File: src/rtl/muldiv_pkg.sv
// muldiv_pkg: shared op encoding (RV32M funct3) and FSM state types for muldiv_unit.
package muldiv_pkg;
  typedef enum logic [2:0] {
    OP_MUL    = 3'b000,
    OP_MULH   = 3'b001,
    OP_MULHSU = 3'b010,
    OP_MULHU  = 3'b011,
    OP_DIV    = 3'b100,
    OP_DIVU   = 3'b101,
    OP_REM    = 3'b110,
    OP_REMU   = 3'b111
  } op_e;
  typedef enum logic [1:0] {S_IDLE, S_CALC, S_FIX, S_DONE} state_e;
endpackage

File: src/rtl/muldiv_unit.sv
// muldiv_unit: iterative RV32M multiply/divide, one shift-add or restoring step per cycle
// on a shared 2*W+1-bit accumulator, fixed latency of DATA_WIDTH+1 cycles to out_valid.
module muldiv_unit
  import muldiv_pkg::*;
#(
  parameter int DATA_WIDTH = 32
) (
  input  logic                  clk,
  input  logic                  rst_n,
  input  logic                  in_valid,
  output logic                  in_ready,
  input  logic [2:0]            op,
  input  logic [DATA_WIDTH-1:0] op1,
  input  logic [DATA_WIDTH-1:0] op2,
  input  logic                  flush,
  output logic                  out_valid,
  input  logic                  out_ready,
  output logic [DATA_WIDTH-1:0] result,
  output logic                  div_by_zero
);
  localparam int W  = DATA_WIDTH;
  localparam int CW = $clog2(W);
  state_e          state_q, state_d;
  op_e             op_q, op_d, op_in;
  logic [2*W:0]    acc_q, acc_d, shl;
  logic [W-1:0]    b_q, b_d, res_q, res_d, m1, m2, quo, rem;
  logic [CW-1:0]   cnt_q, cnt_d;
  logic            s1_q, s1_d, sx_q, sx_d, dz_q, dz_d;
  logic            accept, sg1, sg2, n1, n2;
  logic [W:0]      add_s, sub_s;
  logic [2*W-1:0]  prod;
  assign op_in  = op_e'(op);
  assign accept = in_valid && in_ready && !flush;
  assign sg1    = op_in != OP_MULHU && op_in != OP_DIVU && op_in != OP_REMU;
  assign sg2    = sg1 && op_in != OP_MULHSU;
  assign n1     = sg1 && op1[W-1];
  assign n2     = sg2 && op2[W-1];
  assign m1     = n1 ? -op1 : op1;
  assign m2     = n2 ? -op2 : op2;
  // Multiply keeps acc[2W] at zero; divide keeps the partial remainder in acc[2W:W].
  assign add_s  = acc_q[2*W:W] + (acc_q[0] ? {1'b0, b_q} : '0);
  assign shl    = {acc_q[2*W-1:0], 1'b0};
  assign sub_s  = shl[2*W:W] - {1'b0, b_q};
  assign prod   = sx_q ? -acc_q[2*W-1:0] : acc_q[2*W-1:0];
  assign quo    = dz_q ? '1 : sx_q ? -acc_q[W-1:0] : acc_q[W-1:0];
  assign rem    = s1_q ? -acc_q[2*W-1:W] : acc_q[2*W-1:W];
  always_ff @(posedge clk or negedge rst_n) begin
    if (!rst_n) state_q <= S_IDLE;
    else        state_q <= state_d;
  end
  always_comb begin
    state_d = state_q;
    case (state_q)
      S_IDLE:  state_d = in_valid ? S_CALC : S_IDLE;
      S_CALC:  state_d = cnt_q == '0 ? S_FIX : S_CALC;
      S_FIX:   state_d = S_DONE;
      default: state_d = out_ready ? S_IDLE : S_DONE;
    endcase
    if (flush) state_d = S_IDLE;
  end
  always_comb begin
    in_ready    = state_q == S_IDLE;
    out_valid   = state_q == S_DONE;
    result      = res_q;
    div_by_zero = dz_q;
  end
  always_comb begin
    op_d  = op_q;
    acc_d = acc_q;
    b_d   = b_q;
    res_d = res_q;
    cnt_d = cnt_q;
    s1_d  = s1_q;
    sx_d  = sx_q;
    dz_d  = dz_q;
    if (accept) begin
      op_d  = op_in;
      acc_d = {{(W+1){1'b0}}, m1};
      b_d   = m2;
      cnt_d = CW'(W-1);
      s1_d  = n1;
      sx_d  = n1 ^ n2;
      dz_d  = op[2] && op2 == '0;
    end else if (state_q == S_CALC) begin
      acc_d = op_q[2] ? {sub_s[W] ? shl[2*W:W] : sub_s, shl[W-1:1], !sub_s[W]}
                      : {1'b0, add_s, acc_q[W-1:1]};
      cnt_d = cnt_q - CW'(cnt_q != '0);
    end else if (state_q == S_FIX) begin
      res_d = !op_q[2] ? (op_q == OP_MUL ? prod[W-1:0] : prod[2*W-1:W]) : op_q[1] ? rem : quo;
    end
  end
  always_ff @(posedge clk or negedge rst_n) begin
    if (!rst_n) begin
      op_q  <= OP_MUL;
      acc_q <= '0;
      b_q   <= '0;
      res_q <= '0;
      cnt_q <= '0;
      s1_q  <= 1'b0;
      sx_q  <= 1'b0;
      dz_q  <= 1'b0;
    end else begin
      op_q  <= op_d;
      acc_q <= acc_d;
      b_q   <= b_d;
      res_q <= res_d;
      cnt_q <= cnt_d;
      s1_q  <= s1_d;
      sx_q  <= sx_d;
      dz_q  <= dz_d;
    end
  end
endmodule

File: config.mk
export PLATFORM = sky130hd
export DESIGN_NAME = muldiv_unit
export DESIGN_NICKNAME = d
export VERILOG_FILES = /design/src/rtl/muldiv_pkg.sv /design/src/rtl/muldiv_unit.sv
export SDC_FILE = /design/constraint.sdc
export NUM_CORES = 1
export LEC_CHECK = 0
export ABC_CLOCK_PERIOD_IN_PS = 4150
export CAP_MARGIN = 40
export CELL_PAD_IN_SITES_DETAIL_PLACEMENT = 0
export CELL_PAD_IN_SITES_GLOBAL_PLACEMENT = 1
export CORE_MARGIN = 5
export CORE_UTILIZATION = 30
export CTS_CLUSTER_SIZE = 25
export DETAILED_ROUTE_END_ITERATION = 10
export GPL_TIMING_DRIVEN = 0
export PLACE_DENSITY_LB_ADDON = 0.1
export SYNTH_ARGS = -nofsm -noshare
export SYNTH_HDL_FRONTEND = slang
export SYNTH_SLANG_ARGS = --single-unit
File: constraint.sdc
create_clock -name clk -period 4.15 [get_ports clk]
set_input_delay 1.245 -clock clk [delete_from_list [all_inputs] [get_ports clk]]
set_output_delay 1.245 -clock clk [all_outputs]
set_load 0.05 [all_outputs]
* Word level (Yosys, flattened, before mapping)
Index checks and enable logic that the tools add are counted. W data, S select, Z words.
Cells by class: $add $sub $neg 8, muxes and demuxes 21, reduce and logical (&&, ||, !) cells 17, eq/ne operators 7, bitwise gates (word level) 3
Operator list (count):
- $mux W32 | 9
- $mux W65 | 3
- $neg A32 Y32 | 4
- $mux W64 | 1
- $neg A64 Y64 | 1
- $add A33 B32 Y33 | 1
- $mux W33 | 1
- $sub A33 B32 Y33 | 1
- $logic_not A32 Y1 | 1
- $mux W5 | 2
- $logic_and A1 B1 Y1 | 8
- $mux W2 | 3
- $ne A3 B2 Y1 const B | 2
- $ne A3 B3 Y1 const B | 2
- $pmux W2 S3 | 1
- $logic_not A5 Y1 | 1
- $reduce_bool A5 Y1 | 1
- $sub A5 B1 Y5 | 1
- $eq A2 B2 Y1 const B | 2
- $logic_not A3 Y1 | 1
- $reduce_and A3 Y1 | 1
- $eq A2 B1 Y1 const B | 1
- $logic_not A1 Y1 | 2
- $logic_not A2 Y1 | 1
- 4 further kinds | 5
Storage, ports and cells: logic and storage cells 65, bits in registers 142, bits of input ports 72

* Logic depth before layout (Yosys ltp)
word-level depth 6, gate-level depth with buffers 19, gate-level depth less buffers 17

* Worst setup path after synthesis
Ideal clock, no wire load.
path type register to register, start register acc_q[32], end register acc_q[50], setup time 0.140 ns, cell stages (with the launch flop) 18, path slack -0.082 ns, arrival 4.092 ns, buffers on the path 4, data required time 4.010 ns, period minus slack after synthesis 4.232 ns, cells stage by stage dfrtp_1 -> clkbuf_1 -> inv_1 -> fa_1 -> nor2b_1 -> o31ai_1 -> a211oi_1 -> o2111ai_1 -> a311oi_1 -> o21ai_0 -> a21oi_1 -> a31o_2 -> ha_1 -> clkbuf_1 -> buf_1 -> clkbuf_1 -> mux2i_1 -> o221ai_1
Between the ends: word-level cells in the longest chain between the ends 5, elaborated cells on any way between the ends 6, classes of those cells add/sub (2); mux (4)
RTL lines:
- start, declared | RTL line muldiv_unit.sv:25 | logic [2*W:0] acc_q, acc_d, shl;
- start signal, assigned | RTL line muldiv_unit.sv:95 | acc_q <= '0;
- start signal, assigned | RTL line muldiv_unit.sv:104 | acc_q <= acc_d;
- $sub A33 B32 Y33 | RTL line muldiv_unit.sv:43 | assign sub_s = shl[2*W:W] - {1'b0, b_q};
- $mux W33 | RTL line muldiv_unit.sv:85 | acc_d = op_q[2] ? {sub_s[W] ? shl[2*W:W] : sub_s, shl[W-1:1], !sub_s[W]}
- $mux W65 (*) | RTL line muldiv_unit.sv:85
- $mux W65 (*) | RTL line muldiv_unit.sv:84 | end else if (state_q == S_CALC) begin
- $mux W65 (*) | RTL line muldiv_unit.sv:76 | if (accept) begin
Mark *: on every way between the ends. The rest lies on a longest branch, timed or not. The select of a mux whose other input is x is not followed. A chain may end at the register's enable or synchronous reset.

* Worst setup path in the final report
start register b_q[0], end register acc_q[62]
Between the ends: word-level cells in the longest chain between the ends 5, elaborated cells on any way between the ends 7, classes of those cells add/sub (2); mux (5)
RTL lines:
- start, declared | RTL line muldiv_unit.sv:26 | logic [W-1:0] b_q, b_d, res_q, res_d, m1, m2, quo, rem;
- start signal, assigned | RTL line muldiv_unit.sv:96 | b_q <= '0;
- start signal, assigned | RTL line muldiv_unit.sv:105 | b_q <= b_d;
- $mux W32 / $sub A33 B32 Y33 (equally long branches) | RTL line muldiv_unit.sv:41, muldiv_unit.sv:43
- $add A33 B32 Y33 / $mux W33 (equally long branches) | RTL line muldiv_unit.sv:41, muldiv_unit.sv:85
- $mux W65 (*) | RTL line muldiv_unit.sv:85
- $mux W65 (*) | RTL line muldiv_unit.sv:84
- $mux W65 (*) | RTL line muldiv_unit.sv:76
Marked as above.

==> results.toml <==
[synthesis]
synth.yosys.seq_area_share_pct = 25.8
number_of_synthesized_flops_with_an_enable_pin = 0
combinational_family_with_the_most_area_after_synthesis = "compound AO/OA/AOI/OAI gates"
cells_after_synthesis = 1794
async_reset_ff_share_pct = 100
synthXorXnorAreaFrac_pct = 12.0
synth.largest_area_cell = "sky130_fd_sc_hd__dfrtp_1"
post_synth_num_cell_types = 76
synth.net_count = 1939
yosysWarnings = 0
area_share_of_the_largest_cell_type_after_synthesis_pct = 25.8
synth_simple_gate_area_share_pct = 19.7
post_synth_main_area_contributors = "sky130_fd_sc_hd__dfrtp_1 (26%), sky130_fd_sc_hd__o21ai_0 (7.4%), sky130_fd_sc_hd__xor2_1 (6.6%)"
count_of_state_elements_after_synthesis = 142
synthesized_area_fraction_occupied_by_ao_oa_aoi_and_oai_cells_pct = 26.7
yosys_most_used_dff = "sky130_fd_sc_hd__dfrtp_1"
muxShareOfSynthArea_pct = 3.74
post_synth_fa_ha_maj_area_fraction_pct = 6.75
total_standard_cell_area_after_synthesis_um2 = 13800
synth.avg_cell_area_um2 = 7.67

[die]
coreArea_um2 = 45400
floorplan.die.width_um = 224
start_util_pct = 30.3
die_area_um2 = 50200
ioPinCount = 107
die_h_um = 224
row_count = 78

[route]
detailroute.via_count = 14200
final_antenna_net_count = 0
routedWlPerCell_um = 22.8
drt_iter0_drc = 1014
drt_pre_antenna_iters = 6
via_per_inst = 5.56
drc = 0
sum_of_routed_wire_length_over_all_layers_um = 58300

[run]
max_cap_viol_count = 0

[finish]
final_net_count = 2085
antenna_cells_inserted = 0
syn2layout_area_growth_pct = 20.5
finish.utilization_pct = 36.5
postLayoutCellArea_um2 = 16600
fillerInstances = 4904
ratio_of_cells_with_drive_above_1_in_the_final_layout_pct = 6.45

[clock_network]
clk_root_buffer_cell = "sky130_fd_sc_hd__clkbuf_16"
clk_lat_worst_skew_ns = 0.48
cts_buffers = 17
clockBufferDepth = 2
clock_sink_count = 142
clk_transition_reported_paths_ns = 0.07
htree_num_levels = 4
cts_tree = "built"

[timing]
rsz0062_at_grt = "yes"
final_max_slew_viol_count = 0
tightestPinTransition_ns = 0.929
hold_violations = 0
finalWorstSetupSlack_ns = -0.0265
finClkSkew_ns = 0.0203
setup_viol = 1
max_freq_mhz = 239
maxSlewHeadroom_pct = 37.8
layout_min_cycle_time_ns = 4.18
portion_of_the_clock_cycle_consumed_by_the_worst_path_in_the_final_layout_pct = 101
sum_neg_setup_slack_ns = -0.0265

[place]
gp_congestion = 0.920
place_area_um2 = 15700
place.port_buffers = 106
dpl_worst_slack_ns = -1.87
place.detailed.hpwl_um = 46000

[global_route]
gr-total-overflow = 0
grt_pass1_vias = 14200
grt_pass1_wl_um = 88900
grtUsageTotal_pct = 22.9
antenna_found_initial = 0
grt_max_degree = 99

[setup_path]
ff2ff_setup_slack_ns = -0.03
cp_max_fo = 10
cp_data_arrival_time_ns = 4.53
setup.worst_path.class = "reg -> reg"
regToRegStartpoint = "b_q[0]"
timing.reg2reg.worst_path_depth = 17
worst_setup_path_end_kind = "flop"
crit-reg2reg-capture = "acc_q[62]"
crit_path_start_kind = "flop"
worstPathRequired_ns = 4.50

[power]
power_density_nw_per_um2 = 651
ir_drop_mv = 0.261
static-leakage-power_nw = 6.71

[hold_path]
holdPathStages = 2
timing.hold.worst_endpoint = "result[13]"
hp-class = "reg -> reg"
hold_start = "result[13]"

[outcome]
failed_checks = "setup timing"
outcome = "finished with violations"
-- cells by family after synthesis --
kind of cell	Yosys count
flops	142
fa+ha+maj	73
buf+inv	189
xor+xnor	189
compound gates	568
simple gates	582
mux	51
-- critical path, stage by stage (launching register included) --
cell,delay (ns)
sky130_fd_sc_hd__dfrtp_1,0.43
sky130_fd_sc_hd__ha_2,0.22
sky130_fd_sc_hd__fa_2,0.43
sky130_fd_sc_hd__nor2b_4,0.17
sky130_fd_sc_hd__o31ai_4,0.09
sky130_fd_sc_hd__a211oi_2,0.36
sky130_fd_sc_hd__o2111ai_2,0.26
sky130_fd_sc_hd__a311oi_2,0.38
sky130_fd_sc_hd__o21ai_2,0.12
sky130_fd_sc_hd__a21oi_2,0.26
sky130_fd_sc_hd__a31o_2,0.23
sky130_fd_sc_hd__ha_4,0.21
sky130_fd_sc_hd__buf_12,0.16
sky130_fd_sc_hd__nor2_2,0.10
sky130_fd_sc_hd__a22oi_1,0.18
sky130_fd_sc_hd__o311ai_0,0.14
sky130_fd_sc_hd__nor3b_1,0.25
sky130_fd_sc_hd__nand2_1,0.08
-- Yosys cell counts (4+ instances only) --
master / instances
sky130_fd_sc_hd__a2111oi_0: 4
sky130_fd_sc_hd__a211o_1: 10
sky130_fd_sc_hd__a211oi_1: 18
sky130_fd_sc_hd__a21boi_0: 5
sky130_fd_sc_hd__a21o_1: 25
sky130_fd_sc_hd__a21oi_1: 98
sky130_fd_sc_hd__a221o_1: 4
sky130_fd_sc_hd__a221oi_1: 26
sky130_fd_sc_hd__a22o_1: 6
sky130_fd_sc_hd__a22oi_1: 11
sky130_fd_sc_hd__a311oi_1: 4
sky130_fd_sc_hd__a31oi_1: 19
sky130_fd_sc_hd__and2_1: 4
sky130_fd_sc_hd__and3_1: 7
sky130_fd_sc_hd__and4_1: 4
sky130_fd_sc_hd__buf_1: 12
sky130_fd_sc_hd__buf_2: 4
sky130_fd_sc_hd__clkbuf_1: 101
sky130_fd_sc_hd__dfrtp_1: 142
sky130_fd_sc_hd__ha_1: 71
sky130_fd_sc_hd__inv_1: 68
sky130_fd_sc_hd__mux2i_1: 48
sky130_fd_sc_hd__nand2_1: 231
sky130_fd_sc_hd__nand2b_1: 19
sky130_fd_sc_hd__nand3_1: 34
sky130_fd_sc_hd__nand4_1: 11
sky130_fd_sc_hd__nor2_1: 145
sky130_fd_sc_hd__nor2b_1: 13
sky130_fd_sc_hd__nor3_1: 38
sky130_fd_sc_hd__nor3b_1: 7
sky130_fd_sc_hd__nor4_1: 11
sky130_fd_sc_hd__nor4b_1: 5
sky130_fd_sc_hd__o211ai_1: 40
sky130_fd_sc_hd__o21a_1: 9
sky130_fd_sc_hd__o21ai_0: 204
sky130_fd_sc_hd__o21ai_1: 4
sky130_fd_sc_hd__o31ai_1: 23
sky130_fd_sc_hd__o41ai_1: 16
sky130_fd_sc_hd__or2_2: 8
sky130_fd_sc_hd__or3_1: 13
sky130_fd_sc_hd__or4_1: 20
sky130_fd_sc_hd__xnor2_1: 86
sky130_fd_sc_hd__xor2_1: 103
-- placed cells by master, fill, tap and decap left out, types with 13 or more instances in the layout --
cell / count
sky130_fd_sc_hd__nand2_1: 230
sky130_fd_sc_hd__o21ai_0: 199
sky130_fd_sc_hd__nor2_1: 142
sky130_fd_sc_hd__dfrtp_1: 139
sky130_fd_sc_hd__clkdlybuf4s50_1: 105
sky130_fd_sc_hd__xor2_1: 103
sky130_fd_sc_hd__a21oi_1: 95
sky130_fd_sc_hd__clkbuf_1: 95
sky130_fd_sc_hd__xnor2_1: 86
sky130_fd_sc_hd__ha_1: 69
sky130_fd_sc_hd__inv_1: 67
sky130_fd_sc_hd__mux2i_1: 48
sky130_fd_sc_hd__o211ai_1: 40
sky130_fd_sc_hd__nor3_1: 37
sky130_fd_sc_hd__nand3_1: 34
sky130_fd_sc_hd__a221oi_1: 26
sky130_fd_sc_hd__a21o_1: 25
sky130_fd_sc_hd__o31ai_1: 22
sky130_fd_sc_hd__buf_4: 21
sky130_fd_sc_hd__or4_1: 20
sky130_fd_sc_hd__nand2b_1: 19
sky130_fd_sc_hd__a31oi_1: 17
sky130_fd_sc_hd__clkbuf_16: 17
sky130_fd_sc_hd__o41ai_1: 16
sky130_fd_sc_hd__a211oi_1: 15
sky130_fd_sc_hd__or3_1: 13
-- final cells by class --
class	instances	area [um2]	area share (%)
tap	600	751	4.53
clock buffer	20	437	2.63
sequential	142	3560	21.5
inverter	68	258	1.56
multi-input combinational	1463	9610	58.0
clock inverter	12	161	0.974
buffer	118	518	3.13
timing repair buffer	130	1280	7.73
-- stage by stage --
step | power (mW) | std cells | hold WS [ns]
after floorplan | 6.49 | 1794 | 0.450
after global placement | 8.57 | 2500 | 0.460
after detailed placement | 8.59 | 2507 | 0.458
after CTS | 10.5 | 2543 | 0.473
after global routing | 11.5 | 2553 | 0.505
final | 10.8 | 2553 | 0.465
-- report_power, final --
group,switching (mW),total [mW],internal (mW),leakage (nW)
registers,0.476,2.21,1.73,1.75
clock network,0.713,1.67,0.952,0.293
logic,4.26,6.92,2.66,4.66
total,5.45,10.8,5.35,6.71
-- worst max-delay path by stage --
stage | start | endpoint
final | b_q[0] | acc_q[62]
after global routing | b_q[0] | acc_q[62]
after CTS | acc_q[32] | acc_q[62]
after detailed placement | acc_q[32] | acc_q[36]
after global placement | rst_n | b_q[12]
after floorplan | acc_q[32] | acc_q[50]
-- metal layers --
metal	routed length, um	global-route usage [%]	up-vias	share of wire (%)
met1	28200	32.8	6950	48
li1	-	-	6795	-
met2	26000	36.0	386	45
met4	1380	6.72	0	2.4
met5	0	0	-	0
met3	2690	3.33	66	4.6
-- sequential cells by signal (all words and copies together), names as in the netlist --
signal       count
sx_q             1
b_q             32
acc_q           65
s1_q             1
op_q             3
cnt_q            5
div_by_zero      1
result          32
state_q          2
-- timing repair --
| item | in CTS | in global routing |
|---|---|---|
| gates resized for setup | 40 | 20 |
| pin swaps | 7 | 13 |
| setup buffers | 5 | 12 |
| endpoints found under the setup margin | 33 | 33 |
| hold buffers | 0 | 0 |
| gates cloned | 0 | 0 |
| hold endpoints to repair | 0 | 0 |
Note: power is estimated with default switching activity, not from simulation.
==> variant 1, RTL diff (same settings) <==
Re-encode `state_e` (4 states) as one-hot, 4 bits wide.
--- a/src/rtl/muldiv_pkg.sv
+++ b/src/rtl/muldiv_pkg.sv
@@ -10,6 +10,6 @@
     OP_REM    = 3'b110,
     OP_REMU   = 3'b111
   } op_e;
-  typedef enum logic [1:0] {S_IDLE, S_CALC, S_FIX, S_DONE} state_e;
+  typedef enum logic [3:0] {S_IDLE = 4'b0001, S_CALC = 4'b0010, S_FIX = 4'b0100, S_DONE = 4'b1000} state_e;
 endpackage
 
Formal check against the unedited RTL: same outputs for any inputs over 10 cycles, from zero or initial values and one cycle with rst_n low; not proved beyond that.
==> variant 1 against the original RTL <==
  * Count of clock-buffer cells in the layout rose by 7
  * Sequential cell count rose by 2
  * Worst setup slack improved by 0.22 ns
  * Largest power group unchanged
  * Area after synthesis fell by 1.6%
  * Via count fell by 3.0%
  * Design area fell by 1.9%
  * Power fell by 9.5%
  * Synthesized cell count fell by 1.6%
  * Routed wire length fell by 2.6%
==> variant 1: results (changes against the original RTL) <==
[power_and_ir_drop]
ir_worst_vdd_uv=375  ; was 261 uV

[worst_setup_path]
r2r_cells=19  ; was 17
slowest_delay_ns=0.39  ; was 0.43 ns
worst_path_max_delay_cell=dfrtp_2  ; was dfrtp_1
reg2reg_to=acc_q[59]  ; was acc_q[62]
path_max_fanout=6  ; was 10

[synth]
muxShareOfSynthArea_pct=3.57  ; was 3.74%
netlist_instances=1766  ; was 1794
synth_top_cells_by_area=dfrtp_1, o21ai_0, xor2_1, ha_1, nand2_1  ; unchanged
netlist_top_cells_count=nand2_1, o21ai_0, dfrtp_1  ; was nand2_1, o21ai_0, nor2_1
ys_seq_area_share_pct=26.6  ; was 25.8%

[floorplan]
tapCellCount=592  ; was 600

[placed_design]
dp_hpwl_um=45100  ; was 46000 um
place.gp.congestion=0.918  ; was 0.920

[global_routing]
grt_max_degree=78  ; was 99
grt_pass1_wl_um=86100  ; was 88900 um

[final_layout]
fin_nets=2056  ; was 2085
fill_cells=4712  ; was 4904
buffer_area_share_pct=10.4  ; was 10.9%
instances_no_fill=2516  ; was 2553

[routing]
routed_via_density=5.47  ; was 5.56

[hold_path]
hold_start=result[10]  ; was result[13]

[clocking]
clock_latency_ns=0.50  ; was 0.48 ns

[timing]
fin_hold_ws_ns=0.475  ; was 0.465 ns

[status]
outcome=finished, final reports clean  ; was finished with violations

variant 1: cell count changes after synthesis, sizes merged, moves of 7 or more:
cell    unedited run  this run
o221ai             3        10
or3               14        31
a211o             10         1
xnor2             86        95
o21ai            209       230
o21bai             3        10
a21oi             98       130
buf               18         5
o41ai             19        12
nand2            231       222
a221oi            26        13
nor3              38        31
nor2             145       118
variant 1: worst register-to-register path: cells and delay by family, from the launching register on:
kind | cells | cell delay [ns]
fa+ha+maj | 3 | 0.75
buf+inv | 3 | 0.44
flops | 1 | 0.39
compound gates | 9 | 1.82
simple gates | 4 | 0.41
variant 1: repair_timing:
action | 4_1_cts | 5_1_grt
resized for setup | 28 | 22
gates cloned | 1 | 0
endpoints found under the setup margin | 33 | 39
buffers inserted | 7 | 4
pin swaps | 6 | 7
variant 1: routing by layer:
metal	share of wire (%)	up-vias	global-route usage, %
li1	-	6670	-
met1	49	6688	33.2
met2	44	360	35.1
met3	5.1	52	3.68
met4	1.7	0	5.40
met5	0	-	0
==> variant 2, RTL diff (same settings) <==
Without the edit above. `b_q` no longer has a reset.
--- a/src/rtl/muldiv_unit.sv
+++ b/src/rtl/muldiv_unit.sv
@@ -93,7 +93,6 @@
     if (!rst_n) begin
       op_q  <= OP_MUL;
       acc_q <= '0;
-      b_q   <= '0;
       res_q <= '0;
       cnt_q <= '0;
       s1_q  <= 1'b0;
@@ -102,7 +101,6 @@
     end else begin
       op_q  <= op_d;
       acc_q <= acc_d;
-      b_q   <= b_d;
       res_q <= res_d;
       cnt_q <= cnt_d;
       s1_q  <= s1_d;
@@ -110,5 +108,9 @@
       dz_q  <= dz_d;
     end
   end
+
+  always_ff @(posedge clk) begin
+    b_q <= b_d;
+  end
 endmodule
 
Check against the original RTL: no difference found for any inputs over 10 cycles, from zero or initial values and one cycle with rst_n low; that may be too few to reach the edited logic, so the function may still have changed.
==> variant 2 against the original RTL <==
  * Area after synthesis decreased by 0.13%
  * Via count decreased by 1.5%
  * Die area decreased by 0.12%
  * Combinational power decreased by 5.6%
  * Design area decreased by 0.33%
  * Count of clock-buffer cells in the layout increased by 2
  * Routed wire length increased by 3.5%
  * Clock skew decreased by 0.0023 ns
  * Sequential cell count unchanged
  * Power decreased by 3.8%
  * Worst setup slack improved by 0.047 ns
  * Sequential share of layout area increased by 1.1 points
  * Largest cell class unchanged
  * Highest routed layer unchanged
==> variant 2: results (changes against the original RTL) <==
[final_layout]
clock_cell_area_share_pct=3.42  ; was 3.61%
fin_nets=2044  ; was 2085
drive_above_1_share_pct=6.59  ; was 6.45%
fin_area_sq_um=16500  ; was 16600 sq um
n_all_buffers=228  ; was 248
nMultiInputCombCells=1446  ; was 1463
inverters=64  ; was 68
n_clock_buffer=22  ; was 20
fill_cells=4914  ; was 4904
multi_input_area_share_pct=57.9  ; was 58.0%
buffer_area_share_pct=10.1  ; was 10.9%
seq_share_pct=22.5  ; was 21.5%

[placed_design]
dp_hpwl_um=48300  ; was 46000 um
port_buffers=106  ; unchanged
place_area_sq_um=15600  ; was 15700 sq um
dp.cells=2472  ; was 2507
place.gp.congestion=0.917  ; was 0.920
preCtsSetupSlack_ns=-1.62  ; was -1.87 ns

[worst_setup_path]
cp_top_family=simple AND/OR/NAND/NOR gates  ; was compound AO/OA/AOI/OAI gates
arrival_ns=4.47  ; was 4.53 ns
crit_path_start=acc_q[0]  ; was b_q[0]
worst_path_max_delay_cell=or4_4  ; was dfrtp_1
r2r_cells=12  ; was 17
reg2reg_slack_ns=0.02  ; was -0.03 ns
endpoint=result[2]  ; was acc_q[62]
slowest_delay_ns=0.66  ; was 0.43 ns

[routing]
first_iter_violations=1283  ; was 1014
firstDrtPassIters=5  ; was 6
wl_per_cell_um=24.0  ; was 22.8 um
routed_via_density=5.57  ; was 5.56
vias=13984  ; was 14197

[hold_path]
worstHoldEndpoint=result[14]  ; was result[13]
hold_start=result[14]  ; was result[13]
hold_path_class=reg2reg  ; unchanged

[timing]
fin_hold_ws_ns=0.465  ; about the same
period_needed_ns=4.13  ; was 4.18 ns
skew_ns=0.0179  ; was 0.0203 ns
maxSlewHeadroom_pct=38.3  ; was 37.8%

[global_routing]
grt_pass1_wl_um=89500  ; was 88900 um
grtUsageTotal_pct=23.6  ; was 22.9%
grt_max_degree=62  ; was 99
antenna_found_initial=1  ; was 0

[power_and_ir_drop]
ir_worst_vdd_uv=448  ; was 261 uV
p_leak_nw=6.56  ; was 6.71 nW

[synth]
synth-compound-area-share_pct=26.2  ; was 26.7%
netlist_top_cells_count=nand2_1, o21ai_0, nor2_1  ; unchanged
yosys.area_share.xor_xnor_pct=12.9  ; was 12.0%
ys_seq_area_share_pct=27.0  ; was 25.8%
synthAdderAreaFrac_pct=6.76  ; was 6.75%
synth-edff-count=32  ; was 0
ys_types=83  ; was 76
async_flop_share_pct=77.5  ; was 100%
muxShareOfSynthArea_pct=3.00  ; was 3.74%
netlist_instances=1761  ; was 1794
syn_nets=1906  ; was 1939
synth_top_cells_by_area=dfrtp_1, edfxtp_1, ha_1, xnor2_1, xor2_1  ; was dfrtp_1, o21ai_0, xor2_1, ha_1, nand2_1

[status]
outcome=finished, final reports clean  ; was finished with violations

[clocking]
clk_path_buf_depth=2  ; unchanged

[variant 2: changes by cell type after synthesis, moves of 9 or more]
cell,delta
o21ai_0,-34
a21oi_1,+33
dfrtp_1,-32
edfxtp_1,+32
nand2_1,-30
o21ai_1,+19
xnor2_1,+15
a221oi_1,-11
or3_1,+10
a31oi_1,-9
o221ai_1,+9
[variant 2: routing by layer]
metal	track usage, %	up-vias	wire [um]
met1	35.4	6824	29600
li1	-	6673	-
met4	6.72	0	1250
met2	35.1	428	26000
met3	3.71	59	3430
met5	0	-	0
[variant 2: report_power, final]
group	internal [mW]	leakage, nW	switching (mW)	total (mW)
Sequential	1.74	1.64	0.588	2.33
Clock	0.838	0.260	0.696	1.53
Combinational	2.41	4.66	4.12	6.53
Total	4.98	6.56	5.40	10.4
[variant 2: repair_timing]
action                                  CTS  global route
endpoints found under the setup margin   49            39
hold buffers                              0             0
endpoints found under the hold margin     0             0
setup buffers                             5             8
pin swaps                                 6             5
gates resized for setup                  45            27
